File: src/rtl/ram_port_arbiter_pkg.sv
// Shared definitions for the two-client RAM port arbiter: default widths,
// client identifier and the read-return tag carried down the pipeline.
package ram_port_arbiter_pkg;

  localparam int DEF_AW = 4;
  localparam int DEF_DW = 8;

  typedef logic client_id_t;

  // One stage of the read-return tag: who owns the read and whether the
  // data comes from a same-cycle write instead of the RAM.
  typedef struct packed {
    logic       valid;
    client_id_t id;
    logic       fwd;
  } tag_t;

endpackage

File: src/rtl/ram_port_arbiter_if.sv
// Client-side bus of the arbiter: two request/grant clients with read return.
// req_i acts as valid and gnt_i as ready; a request transfers in the cycle both
// are high, and the client holds we/addr/wdata stable until that cycle.
interface ram_port_arbiter_if
  import ram_port_arbiter_pkg::*;
#(
  parameter int AW = DEF_AW,
  parameter int DW = DEF_DW
);

  logic          req_0;
  logic          we_0;
  logic [AW-1:0] addr_0;
  logic [DW-1:0] wdata_0;
  logic          gnt_0;
  logic          rvalid_0;
  logic [DW-1:0] rdata_0;

  logic          req_1;
  logic          we_1;
  logic [AW-1:0] addr_1;
  logic [DW-1:0] wdata_1;
  logic          gnt_1;
  logic          rvalid_1;
  logic [DW-1:0] rdata_1;

  modport master (
    output req_0, we_0, addr_0, wdata_0,
    output req_1, we_1, addr_1, wdata_1,
    input  gnt_0, rvalid_0, rdata_0,
    input  gnt_1, rvalid_1, rdata_1
  );

  modport slave (
    input  req_0, we_0, addr_0, wdata_0,
    input  req_1, we_1, addr_1, wdata_1,
    output gnt_0, rvalid_0, rdata_0,
    output gnt_1, rvalid_1, rdata_1
  );

endinterface

File: src/rtl/ram_port_arbiter_rr_arb2.sv
// Two-way round-robin arbiter with a one-bit pointer; grants are combinational
// and forced low while reset is asserted.
module rr_arb2 (
  input  logic       clk,
  input  logic       rst,
  input  logic [1:0] req,
  output logic [1:0] gnt
);

  // Pointer names the client that wins a tie; it flips away from whoever
  // was granted last, so reset value 0 gives client 0 first priority.
  logic prio_q;

  always_comb begin
    gnt = 2'b00;
    if (rst) begin
      case (req)
        2'b01:   gnt = 2'b01;
        2'b10:   gnt = 2'b10;
        2'b11:   gnt = prio_q ? 2'b10 : 2'b01;
        default: gnt = 2'b00;
      endcase
    end
  end

  always_ff @(posedge clk) begin
    if (!rst) begin
      prio_q <= 1'b0;
    end else if (gnt[0]) begin
      prio_q <= 1'b1;
    end else if (gnt[1]) begin
      prio_q <= 1'b0;
    end
  end

endmodule

File: src/rtl/ram_port_arbiter.sv
// Arbitrates two clients onto a dual-port RAM: port A carries writes, port B
// carries reads, each with its own round-robin arbiter and a tagged read return.
module ram_port_arbiter
  import ram_port_arbiter_pkg::*;
#(
  parameter int AW = DEF_AW,
  parameter int DW = DEF_DW
) (
  input  logic          clk,
  input  logic          rst,
  ram_port_arbiter_if.slave cl,
  output logic          ram_wr_en_a,
  output logic [AW-1:0] ram_addr_a,
  output logic [DW-1:0] ram_data_in_a,
  output logic          ram_rd_en_b,
  output logic [AW-1:0] ram_addr_b,
  input  logic [DW-1:0] ram_data_out_b
);

  logic [1:0]    wr_req, rd_req, wr_gnt, rd_gnt;
  logic [AW-1:0] wr_addr, rd_addr;
  logic [DW-1:0] wr_data;
  logic          fwd_hit;

  assign wr_req = {cl.req_1 &  cl.we_1, cl.req_0 &  cl.we_0};
  assign rd_req = {cl.req_1 & ~cl.we_1, cl.req_0 & ~cl.we_0};

  rr_arb2 u_wr_arb (.clk(clk), .rst(rst), .req(wr_req), .gnt(wr_gnt));
  rr_arb2 u_rd_arb (.clk(clk), .rst(rst), .req(rd_req), .gnt(rd_gnt));

  assign cl.gnt_0 = wr_gnt[0] | rd_gnt[0];
  assign cl.gnt_1 = wr_gnt[1] | rd_gnt[1];

  always_comb begin
    wr_addr = wr_gnt[1] ? cl.addr_1  : cl.addr_0;
    wr_data = wr_gnt[1] ? cl.wdata_1 : cl.wdata_0;
    rd_addr = rd_gnt[1] ? cl.addr_1  : cl.addr_0;
    fwd_hit = (|wr_gnt) && (|rd_gnt) && (wr_addr == rd_addr);
  end

  always_ff @(posedge clk) begin
    if (!rst) begin
      ram_wr_en_a   <= 1'b0;
      ram_addr_a    <= '0;
      ram_data_in_a <= '0;
    end else begin
      ram_wr_en_a <= |wr_gnt;
      if (|wr_gnt) begin
        ram_addr_a    <= wr_addr;
        ram_data_in_a <= wr_data;
      end
    end
  end

  always_ff @(posedge clk) begin
    if (!rst) begin
      ram_rd_en_b <= 1'b0;
      ram_addr_b  <= '0;
    end else begin
      ram_rd_en_b <= |rd_gnt;
      if (|rd_gnt) begin
        ram_addr_b <= rd_addr;
      end
    end
  end

  // Stage 1 lines up with ram_rd_en_b, stage 2 with ram_data_out_b.
  tag_t          tag1_q, tag2_q;
  logic [DW-1:0] fwd1_q, fwd2_q;

  always_ff @(posedge clk) begin
    if (!rst) begin
      tag1_q <= '0;
      tag2_q <= '0;
      fwd1_q <= '0;
      fwd2_q <= '0;
    end else begin
      tag1_q.valid <= |rd_gnt;
      tag1_q.id    <= rd_gnt[1];
      tag1_q.fwd   <= fwd_hit;
      fwd1_q       <= wr_data;
      tag2_q       <= tag1_q;
      fwd2_q       <= fwd1_q;
    end
  end

  logic          rvalid0, rvalid1;
  logic [DW-1:0] rsel, rdata0_q, rdata1_q;

  assign rvalid0 = tag2_q.valid & (tag2_q.id == 1'b0);
  assign rvalid1 = tag2_q.valid & (tag2_q.id == 1'b1);
  assign rsel    = tag2_q.fwd ? fwd2_q : ram_data_out_b;

  // Read data is steered straight from the RAM in its valid cycle and held
  // in a register for every cycle after that.
  always_ff @(posedge clk) begin
    if (!rst) begin
      rdata0_q <= '0;
      rdata1_q <= '0;
    end else begin
      if (rvalid0) rdata0_q <= rsel;
      if (rvalid1) rdata1_q <= rsel;
    end
  end

  assign cl.rvalid_0 = rvalid0;
  assign cl.rvalid_1 = rvalid1;
  assign cl.rdata_0  = rvalid0 ? rsel : rdata0_q;
  assign cl.rdata_1  = rvalid1 ? rsel : rdata1_q;

endmodule

File: src/flat_wrapper.sv
// flat-port wrapper written by rule: the top's interface ports become plain ports
module ram_port_arbiter_flat import ram_port_arbiter_pkg::*;
#(
  parameter int AW = DEF_AW,
  parameter int DW = DEF_DW
)
  (clk, rst, ram_wr_en_a, ram_addr_a, ram_data_in_a, ram_rd_en_b, ram_addr_b, ram_data_out_b, cl_req_0, cl_we_0, cl_addr_0, cl_wdata_0, cl_req_1, cl_we_1, cl_addr_1, cl_wdata_1, cl_gnt_0, cl_rvalid_0, cl_rdata_0, cl_gnt_1, cl_rvalid_1, cl_rdata_1);
  ram_port_arbiter_if #(.AW(AW), .DW(DW)) cl_i ();
  input  logic clk;
  input  logic rst;
  output logic ram_wr_en_a;
  output logic [AW-1:0] ram_addr_a;
  output logic [DW-1:0] ram_data_in_a;
  output logic ram_rd_en_b;
  output logic [AW-1:0] ram_addr_b;
  input  logic [DW-1:0] ram_data_out_b;
  input wire logic [$bits(cl_i.req_0)-1:0] cl_req_0;
  input wire logic [$bits(cl_i.we_0)-1:0] cl_we_0;
  input wire logic [$bits(cl_i.addr_0)-1:0] cl_addr_0;
  input wire logic [$bits(cl_i.wdata_0)-1:0] cl_wdata_0;
  input wire logic [$bits(cl_i.req_1)-1:0] cl_req_1;
  input wire logic [$bits(cl_i.we_1)-1:0] cl_we_1;
  input wire logic [$bits(cl_i.addr_1)-1:0] cl_addr_1;
  input wire logic [$bits(cl_i.wdata_1)-1:0] cl_wdata_1;
  output wire logic [$bits(cl_i.gnt_0)-1:0] cl_gnt_0;
  output wire logic [$bits(cl_i.rvalid_0)-1:0] cl_rvalid_0;
  output wire logic [$bits(cl_i.rdata_0)-1:0] cl_rdata_0;
  output wire logic [$bits(cl_i.gnt_1)-1:0] cl_gnt_1;
  output wire logic [$bits(cl_i.rvalid_1)-1:0] cl_rvalid_1;
  output wire logic [$bits(cl_i.rdata_1)-1:0] cl_rdata_1;
  assign cl_i.req_0 = cl_req_0;
  assign cl_i.we_0 = cl_we_0;
  assign cl_i.addr_0 = cl_addr_0;
  assign cl_i.wdata_0 = cl_wdata_0;
  assign cl_i.req_1 = cl_req_1;
  assign cl_i.we_1 = cl_we_1;
  assign cl_i.addr_1 = cl_addr_1;
  assign cl_i.wdata_1 = cl_wdata_1;
  assign cl_gnt_0 = cl_i.gnt_0;
  assign cl_rvalid_0 = cl_i.rvalid_0;
  assign cl_rdata_0 = cl_i.rdata_0;
  assign cl_gnt_1 = cl_i.gnt_1;
  assign cl_rvalid_1 = cl_i.rvalid_1;
  assign cl_rdata_1 = cl_i.rdata_1;
  ram_port_arbiter #(.AW(AW), .DW(DW)) u_core (.clk(clk), .rst(rst), .cl(cl_i), .ram_wr_en_a(ram_wr_en_a), .ram_addr_a(ram_addr_a), .ram_data_in_a(ram_data_in_a), .ram_rd_en_b(ram_rd_en_b), .ram_addr_b(ram_addr_b), .ram_data_out_b(ram_data_out_b));
endmodule
File: config.mk
export PLATFORM = sky130hd
export DESIGN_NAME = ram_port_arbiter_flat
export DESIGN_NICKNAME = d
export VERILOG_FILES = /design/src/rtl/ram_port_arbiter_pkg.sv /design/src/rtl/ram_port_arbiter_if.sv /design/src/rtl/ram_port_arbiter_rr_arb2.sv /design/src/rtl/ram_port_arbiter.sv /design/src/flat_wrapper.sv
export SDC_FILE = /design/constraint.sdc
export NUM_CORES = 1
export LEC_CHECK = 0
export CORE_UTILIZATION = 45
export CTS_CLUSTER_DIAMETER = 150
export DETAILED_ROUTE_END_ITERATION = 10
export PLACE_DENSITY = 0.86
export SLEW_MARGIN = 5
export SYNTH_ARGS = -nofsm -noshare
export SYNTH_HDL_FRONTEND = slang
export SYNTH_SLANG_ARGS = --single-unit
File: constraint.sdc
create_clock -name clk -period 1.8 [get_ports clk]
set_input_delay 0.18 -clock clk [delete_from_list [all_inputs] [get_ports clk]]
set_output_delay 0.18 -clock clk [all_outputs]
set_load 0.1 [all_outputs]
==> run metrics, run 1 <==
status finished, violations left; violated checks setup timing; synth top area cells dfxtp_1 (49%), a21oi_1 (5.6%), o21ai_0 (5.4%); # DRC 0; largest family of logic cells by synthesized area compound AO/OA/AOI/OAI gates; M1 WL ~2600 um; Final setup violation count 1; share of the synthesized area in the top cell type between 40% and 50%; TritonRoute pass-1 iters 4; WS Path Type in2out; hold crit path type reg2reg; die extent in y approximately 74 um; clock latency at the later pin of the worst-skew pair 0.33 ns; CP delay by family, top buffers and inverters; row cnt 25; filler cell count in the final layout approximately 300; GPL Wtd Cong approximately 0.85; post-route minimum period ~1.8 ns; share of layout cells above drive strength 1 ~30%; multiplexer area fraction after synthesis under 10%; met2 wire len between 3000 and 4000 um; Slowest-stage cell, CP clkdlybuf4s50_1; TritonCTS Sinks 57; Pins Over Slew Limit 0; post-synth cell types 31; largest net degree at the start of global routing 27; Least-Margin Pin Slew between 0.5 and 0.6 ns; Synth warnings 0; RSZ-0062 raised after global routing true; # Max-Cap Violations 0; Global Route Usage Sum about a quarter; Wirelength per Cell around 15 um; worst relative slew slack between 60% and 70%; Place WS 0.0420 ns; worst setup margin -0.0427 ns; CP Buf/Inv Count 2; met3 WL between 400 and 500 um; worst-case clock skew 0.00790 ns; vias in the first global route roughly 2,100; die area approximately 5500 sq um; Mean Syn Cell Area approximately 9.1 sq um; overall power 0.00347 W; register area share after synthesis ~50%; Vias 2,234; Post-Synth XOR/XNOR Area 1.51%; Startpoint Class primary input; core outline area ~4800 sq um; Synth Area in Adders 0%; Routed WL about 6200 um; DRT antenna net count 0; Clk pin slew, worst setup/hold paths ~0.060 ns; crit-path max cell delay 0.51 ns; root buf cell clkbuf_8; boundary pin count 76; ANT cells 0; PD cells 915 nW/um^2; post-layout net count just under 400; syn_nets between 200 and 300; period utilization 102%; nature of the critical path endpoint output pin; Hold Vio Cnt, Final 0; Post-DP HPWL 4190 um; Worst Path Required about 1.6 ns; crit-path cells clkdlybuf4s50_1 > nand3b_1 > o22ai_4 > buf_12; Synth Area in Compound Gates a little under a quarter; global-route wire length before repair 9430 um; post-synthesis simple-gate area fraction about a fifth; synthesized cell area ~2300 sq um; routed vias/inst ~5.3; Syn Inst Count around 260; antenna violations before repair 0; CP arrival roughly 1.7 ns; FMAX 0.543 GHz; VDD IR-drop max just over 600 uV; CTS tree done; initial drt markers between 60 and 70; Initial Util between 40% and 50%; flops & latches, synth 57; largest area contributor in the netlist dfxtp_1; Port Buffer Count 75; die width 73.9 um; Critical Path Fanout Max 7; GRT overflow 0; Num CTS Buffers 9; H-tree lvl count 3; maximum buffer depth of the clock tree 2; Layout area overhead 63.4%; reg-to-reg slack, setup ~0.40 ns; top layer in use met4; Static Leak about 1.5 nW
==> stage by stage <==
| stage | hold WS (ns) | utilization (%) | cell area (sq um) | TNS (ns) | std cells |
|---|---|---|---|---|---|
| floorplan | 0.353 | - | 2450 | 0 | 255 |
| global placement | 0.414 | 73.3 | 3550 | 0 | 401 |
| detailed placement | 0.417 | 73.3 | 3550 | 0 | 401 |
| CTS | 0.433 | 77.7 | 3770 | 0 | 417 |
| global route | 0.442 | 78.3 | 3800 | -0.109 | 419 |
| finish | 0.431 | 78.3 | 3800 | -0.0427 | 419 |
==> what timing repair did <==
action | CTS | global route
resized for setup | 2 | 5
hold buffers | 0 | 0
setup endpoints to repair | 9 | 10
setup buffers | 0 | 2
==> flip-flops by register name, summed over array words and instances (netlist names) <==
signal and flops:
u_core.fwd1_q 8, u_core.fwd2_q 8, u_core.ram_data_in_a 8, u_core.rdata0_q 8
u_core.rdata1_q 8, u_core.ram_addr_a 4, u_core.ram_addr_b 4, u_core.tag1_q 3
u_core.tag2_q 3, u_core.ram_wr_en_a 1, u_core.u_rd_arb.prio_q 1, u_core.u_wr_arb.prio_q 1
==> cell families (layout without fill, tap and decap cells) <==
group           after synthesis  in the layout
flops                        57             57
buf+inv                      22            119
compound gates               88             88
simple gates                 76             76
xor+xnor                      4              4
mux                           8              8
==> report_power, final <==
group / switching [W] / total, W / internal (W)
Clock: 0.000492 / 0.00124 / 0.000752
Combinational: 0.000572 / 0.000866 / 0.000294
Sequential: 0.0000336 / 0.00136 / 0.00133
==> cell usage in the layout (no fill, tap or decap), types with 3 or more instances in the layout <==
| cell type | count |
|---|---|
| o31a_1 | 8 |
| clkdlybuf4s50_1 | 37 |
| or2_2 | 8 |
| nand2_1 | 17 |
| a21oi_4 | 9 |
| nor3b_1 | 4 |
| xnor2_1 | 4 |
| a31oi_1 | 12 |
| a211oi_1 | 10 |
| and2_1 | 11 |
| o21ai_0 | 25 |
| buf_12 | 23 |
| o21a_1 | 4 |
| dfxtp_1 | 56 |
| buf_4 | 39 |
| nor2_1 | 11 |
| mux2i_1 | 6 |
| clkbuf_8 | 12 |
| inv_1 | 3 |
| a21oi_1 | 17 |
| or3b_1 | 12 |
==> cell usage after synthesis, drive strengths merged <==
cell,number
nand2,19
or2,8
nor3b,5
nand4,1
and3b,1
a31oi,12
clkbuf,13
or3b,12
a22o,1
o21a,4
o22ai,1
a21oi,26
nand3b,1
nor2b,2
nor2,11
nand3,2
o21ai,26
o31a,8
nand2b,2
inv,3
a211oi,10
and2,12
buf,5
xnor2,4
clkinv,1
mux2i,8
dfxtp,57
==> per-layer routing <==
| layer | vias up | track usage, % |
|---|---|---|
| met3 | 15 | 8.09 |
| met4 | 0 | 10.0 |
| met2 | 98 | 38.5 |
| met5 | - | 0 |
| li1 | 1098 | - |
| met1 | 1023 | 27.9 |
==> worst paths after layout <==
check                         startpoint  cells past startpoint                 endpoint
setup / recovery                 cl_we_1                      4                 cl_gnt_1
hold / removal          u_core.fwd1_q[6]                      1         u_core.fwd2_q[6]
setup reg to reg  u_core.u_wr_arb.prio_q                      4  u_core.ram_data_in_a[1]
hold reg to reg         u_core.fwd1_q[6]                      1         u_core.fwd2_q[6]
==> final cells by class <==
cell class                      instances  area [sq um]  share of cell area [%]
Clock inverter                          2          35.0                   0.922
Inverter                                4          15.0                   0.395
Timing Repair Buffer                   99          1120                    29.6
Sequential cell                        57          1140                    30.1
Clock buffer                           14           173                    4.55
Multi-Input combinational cell        176          1230                    32.3
Tap cell                               67          83.8                    2.21
No activity file was read; power rests on OpenSTA's default activity.
==> inputs of run 2 (changes only) <==
- SKIP_CTS_REPAIR_TIMING: unset -> 1
==> run metrics, run 2 (synthesis gave the netlist of run 1 again) <==
Psw 0.00109 W (was 0.00110 W); crit-path max cell delay 0.51 ns (about the same); Clk pin slew, worst setup/hold paths 0.06 ns (about the same); worst relative slew slack 68.3% (was 65.7%); Comb pwr share 25.0% (was 24.9%); die width 73.9 um (unchanged); boundary pin count 76 (unchanged); routed vias/inst 5.42 (was 5.33); maximum buffer depth of the clock tree 2 (unchanged); crit-path cells clkdlybuf4s50_1 > nand3b_1 > o22ai_4 > buf_12 (unchanged); share of layout cells above drive strength 1 30.0% (was 29.3%); WS Path Type in2out (unchanged); CP delay by family, top buffers and inverters (unchanged); post-route minimum period 1.82 ns (was 1.84 ns); Port Buffer Count 75 (unchanged); VDD IR-drop max 598 uV (was 606 uV); # DRC 0 (unchanged); ANT cells 0 (unchanged); GPL Wtd Cong 0.854 (unchanged); TritonRoute pass-1 iters 4 (unchanged); largest net degree at the start of global routing 27 (unchanged); Place WS 0.0420 ns (unchanged); Seq pwr share 39.3% (about the same); H-tree lvl count 3 (unchanged); period utilization 101% (was 102%); row cnt 25 (unchanged); commonest cells after routing, fill and taps aside dfxtp_1 (56), buf_4 (39), clkdlybuf4s50_1 (37), o21ai_0 (25), buf_12 (23) (unchanged); hold crit path type reg2reg (unchanged); nature of the critical path endpoint output pin (unchanged); clock latency at the later pin of the worst-skew pair 0.34 ns (was 0.33 ns); Wirelength per Cell 15.2 um (was 14.8 um); Least-Margin Pin Slew 0.472 ns (was 0.511 ns); CP arrival 1.64 ns (was 1.66 ns); Final setup violation count 1 (unchanged); vias in the first global route 2,055 (unchanged); Vias 2,275 (was 2,234); Initial Util 47.9% (unchanged); Routed WL 6400 um (was 6210 um); Critical Path Fanout Max 7 (unchanged); fin area 3830 sq um (was 3800 sq um); CTS tree done (unchanged); status finished, violations left (unchanged); Hold Vio Cnt, Final 0 (unchanged); clock share of power 35.7% (was 35.8%); CP Buf/Inv Count 2 (unchanged); FMAX 0.548 GHz (was 0.543 GHz); Layout area overhead 64.9% (was 63.4%); core outline area 4850 sq um (unchanged); worst-case clock skew 0.00588 ns (was 0.00790 ns); commonest non-fill, non-tap cell in the layout dfxtp_1 (unchanged); Worst Path Required 1.62 ns (about the same); global-route wire length before repair 9430 um (unchanged); switch share 31.5% (was 31.6%); Global Route Usage Sum 23.5% (unchanged); Static Leak 1.50 nW (was 1.49 nW); TritonCTS Sinks 57 (unchanged); worst setup margin -0.0245 ns (was -0.0427 ns); die area 5460 sq um (unchanged); Cell Int Power 0.00238 W (about the same); Core Util, Final 79.0% (was 78.3%); violated checks setup timing (unchanged); antenna violations before repair 0 (unchanged); initial drt markers 65 (unchanged); Post-DP HPWL 4190 um (unchanged); Startpoint Class primary input (unchanged); die extent in y 73.9 um (unchanged); PD cells 906 nW/um^2 (was 915 nW/um^2); Num CTS Buffers 9 (unchanged); Post-DP Area 3550 sq um (unchanged); post-layout net count 386 (was 385); Slowest-stage cell, CP clkdlybuf4s50_1 (unchanged); root buf cell clkbuf_8 (unchanged); DRT antenna net count 0 (unchanged); GRT overflow 0 (unchanged); Pins Over Slew Limit 0 (unchanged); # Max-Cap Violations 0 (unchanged)
run 2: cell count changes in the layout (fill, tap and decap cells not counted):
| cell | delta |
|---|---|
| clkbuf_16 | +1 |
| and2_4 | -1 |
| dfxtp_4 | +1 |
| nand2_1 | -2 |
| and2_2 | +1 |
| or2_4 | +1 |
| dfxtp_2 | -1 |
| or2_2 | -1 |
| nand2_2 | +2 |
run 2: routing by layer:
| metal | share of wire [%] | vias to the layer above | GRT usage, % | wire, um |
|---|---|---|---|---|
| li1 | - | 1101 | - | - |
| met3 | 6.5 | 14 | 8.09 | 416 |
| met4 | 1.9 | 0 | 10.0 | 120 |
| met2 | 50 | 100 | 38.5 | 3220 |
| met5 | 0 | - | 0 | 0 |
| met1 | 41 | 1060 | 27.9 | 2650 |
run 2: path summary, 6_finish.rpt:
path / cells past startpoint / slack [ns] / to / startpoint
setup / recovery: 4 / -0.02 / cl_gnt_1 / cl_we_1
hold / removal: 1 / 0.43 / u_core.fwd2_q[6] / u_core.fwd1_q[6]
setup reg to reg: 4 / 0.40 / u_core.ram_data_in_a[1] / u_core.u_wr_arb.prio_q
hold reg to reg: 1 / 0.43 / u_core.fwd2_q[6] / u_core.fwd1_q[6]
run 2: worst reg2reg max path, cell delays in order, from the launching register on:
cell	delay [ns]
dfxtp_1	0.37
and3b_1	0.22
buf_12	0.16
or3b_1	0.40
a31oi_1	0.18
run 2: metrics by stage:
| step | total power, W | cells | hold WS (ns) | setup TNS [ns] |
|---|---|---|---|---|
| 2_1_floorplan | 0.00194 | 255 | 0.353 | 0 |
| 3_3_place_gp | 0.00223 | 401 | 0.414 | 0 |
| 3_5_place_dp | 0.00224 | 401 | 0.417 | 0 |
| 4_1_cts | 0.00347 | 417 | 0.433 | -0.815 |
| 5_1_grt | 0.00359 | 420 | 0.442 | -0.0839 |
| 6_report | 0.00347 | 420 | 0.431 | -0.0245 |
run 2: power by group through the flow:
| stage | sequential (W) | clock [W] | combinational (W) |
|---|---|---|---|
| global route | 0.00137 | 0.00131 | 0.000906 |
| finish | 0.00136 | 0.00124 | 0.000869 |
| CTS | 0.00136 | 0.00125 | 0.000857 |
| global placement | 0.00139 | 0 | 0.000844 |
| detailed placement | 0.00139 | 0 | 0.000854 |
| floorplan | 0.00164 | 0 | 0.000304 |
run 2: layout make-up:
cell class	count	area (sq um)
Clock buffer	14	173
Clock inverter	2	35.0
Fill cell	291	1020
Inverter	4	15.0
Multi-Input combinational cell	176	1230
Sequential cell	57	1140
Tap cell	67	83.8
Timing Repair Buffer	100	1150
==> inputs of run 3 (changes only) <==
- ABC_CLOCK_PERIOD_IN_PS: unset -> 1800
- CORE_MARGIN: unset -> 2
- SKIP_CTS_REPAIR_TIMING: 1 -> unset
==> run metrics, run 3 (synthesis gave the netlist of run 1 again) <==
status complete, no violations (was finished, violations left); die area 5760 sq um (was 5460 sq um); post-route minimum period 1.74 ns (was 1.82 ns); CP delay by family, top simple AND/OR/NAND/NOR gates (was buffers and inverters); ANT cells 0 (unchanged); Hold Vio Cnt, Final 0 (unchanged); critical path launch point u_core.tag2_q[0] (was cl_we_1); share of layout cells above drive strength 1 29.5% (was 30.0%); Core Util, Final 74.8% (was 79.0%); Slowest-stage cell, CP dfxtp_2 (was clkdlybuf4s50_1); Vias 2,227 (was 2,275); reg-to-reg slack, setup 0.42 ns (was 0.40 ns); global-route wire length before repair 9870 um (was 9430 um); met3 WL 382 um (was 416 um); Seq pwr share 41.6% (was 39.3%); largest net degree at the start of global routing 27 (unchanged); Critical Path Fanout Max 4 (was 7); Startpoint Class flip-flop (was primary input); Worst Path Required 1.62 ns (about the same); antenna violations before repair 0 (unchanged); total negative slack 0 ns (was -0.0245 ns); Comb pwr share 26.5% (was 25.0%); Post-DP HPWL 4350 um (was 4190 um); routed vias/inst 5.28 (was 5.42); worst relative slew slack 65.8% (was 68.3%); met2 wire len 2990 um (was 3220 um); TritonCTS Sinks 57 (unchanged); Routed WL 6100 um (was 6400 um); GRT overflow 0 (unchanged); Num CTS Buffers 9 (unchanged); cts hold-fix bufs 0; clock share of power 31.9% (was 35.7%); CP arrival 1.56 ns (was 1.64 ns); switch share 32.9% (was 31.5%); top layer in use met4 (unchanged); HP Start u_core.fwd1_q[1] (was u_core.fwd1_q[6]); Pins Over Slew Limit 0 (unchanged); PD cells 868 nW/um^2 (was 906 nW/um^2); Global Route Usage Sum 22.9% (was 23.5%); WS Path Type reg2out (was in2out); TritonRoute pass-1 iters 4 (unchanged); FMAX 0.575 GHz (was 0.548 GHz); boundary pin count 76 (unchanged); Wirelength per Cell 14.5 um (was 15.2 um); die extent in y 75.9 um (was 73.9 um); reg-to-reg startpoint u_core.u_wr_arb.prio_q (unchanged); hold crit path type reg2reg (unchanged); Psw 0.00108 W (was 0.00109 W); die width 75.9 um (was 73.9 um); WHS Endpoint u_core.fwd2_q[1] (was u_core.fwd2_q[6]); post-layout net count 385 (was 386); Initial Util 46.1% (was 47.9%); overall power 0.00328 W (was 0.00347 W); Final setup violation count 0 (was 1); vias in the first global route 2,109 (was 2,055); Clk pin slew, worst setup/hold paths 0.06 ns (about the same); maximum buffer depth of the clock tree 2 (unchanged); root buf cell clkbuf_8 (unchanged); worst-case clock skew 0.00484 ns (was 0.00588 ns); DRT antenna net count 0 (unchanged); CP Buf/Inv Count 2 (unchanged); VDD IR-drop max 545 uV (was 598 uV); Port Buffer Count 75 (unchanged); Least-Margin Pin Slew 0.510 ns (was 0.472 ns); reg2reg end u_core.ram_data_in_a[3] (was u_core.ram_data_in_a[1]); clock latency at the later pin of the worst-skew pair 0.33 ns (was 0.34 ns); count of non-filler cells in the finished layout 422 (was 420); period utilization 96.7% (was 101%); Static Leak 1.46 nW (was 1.50 nW); # Max-Cap Violations 0 (unchanged); RSZ-0062 raised after global routing false; row cnt 26 (was 25); commonest non-fill, non-tap cell in the layout dfxtp_1 (unchanged); crit-path max cell delay 0.35 ns (was 0.51 ns); DP Cell Count 405 (was 401); initial drt markers 72 (was 65); CTS tree done (unchanged); Worst Reg-to-Reg Cells 4 (unchanged); H-tree lvl count 3 (unchanged); commonest cells after routing, fill and taps aside dfxtp_1 (56), buf_4 (39), clkdlybuf4s50_1 (37), o21ai_0 (25), buf_12 (23) (unchanged); # DRC 0 (unchanged); nature of the critical path endpoint output pin (unchanged); M1 WL 2640 um (was 2650 um); crit-path cells buf_4 > mux2i_1 > or2_2 > nand2_1 > buf_12 (was clkdlybuf4s50_1 > nand3b_1 > o22ai_4 > buf_12); Layout area overhead 62.3% (was 64.9%); hold path depth 1 (unchanged); core outline area 5040 sq um (was 4850 sq um); Cell Int Power 0.00220 W (was 0.00238 W); GPL Wtd Cong 0.800 (was 0.854)
-- run 3: changes by cell type in the layout (fill, tap and decap cells not counted), sizes merged --
cell | previous run | this run
bufinv | 1 | 0
clkbuf | 15 | 14
clkinvlp | 0 | 1
-- run 3: metrics by stage --
stage | hold slack [ns] | worst slack, ns | area [sq um]
floorplan | 0.353 | 0.000217 | 2450
global placement | 0.416 | 0.100 | 3570
detailed placement | 0.418 | 0.0370 | 3570
CTS | 0.426 | 0.00936 | 3740
global route | 0.448 | 0.00417 | 3770
finish | 0.426 | 0.0594 | 3770
-- run 3: power by group through the flow --
stage / Clock, W / Combinational, W / Sequential, W
floorplan: 0 / 0.000304 / 0.00164
global placement: 0 / 0.000846 / 0.00139
detailed placement: 0 / 0.000858 / 0.00139
CTS: 0.00107 / 0.000862 / 0.00136
global route: 0.00113 / 0.000906 / 0.00137
finish: 0.00105 / 0.000867 / 0.00136
-- run 3: worst max-delay path by stage --
stage,endpoint,slack (ns),cells after the start
floorplan,cl_rdata_0[0],0.0002,4
global placement,cl_gnt_1,0.10,4
detailed placement,u_core.ram_addr_b[1],0.04,4
CTS,cl_rdata_0[4],0.009,4
global route,cl_rdata_0[1],0.004,5
finish,cl_rdata_0[1],0.06,5
-- run 3: layout make-up --
class / count / area [sq um]
fillers: 353 / 1270
multi-input cells: 176 / 1230
flip-flops and latches: 57 / 1140
repair buffers: 99 / 1120
clock buffers: 14 / 163
well taps: 70 / 87.6
inverters: 4 / 15.0
clock inverters: 2 / 12.5
-- run 3: per-layer routing --
metal  GRT usage, %  up-vias
met5              0        -
met4           7.80        0
met3           7.01       10
met2           37.2       89
met1           28.9     1029
li1               -     1099
-- run 3: worst register-to-register path, stage by stage (launching register included) --
cell	delay [ns]
dfxtp_1	0.35
and3b_1	0.21
buf_12	0.16
or3b_1	0.42
a31oi_1	0.17
-- run 3: timing repair --
item,4_1_cts,5_1_grt
gates resized for setup,2,7
setup endpoints to repair,8,9
pin swaps,0,1
setup buffers,0,1
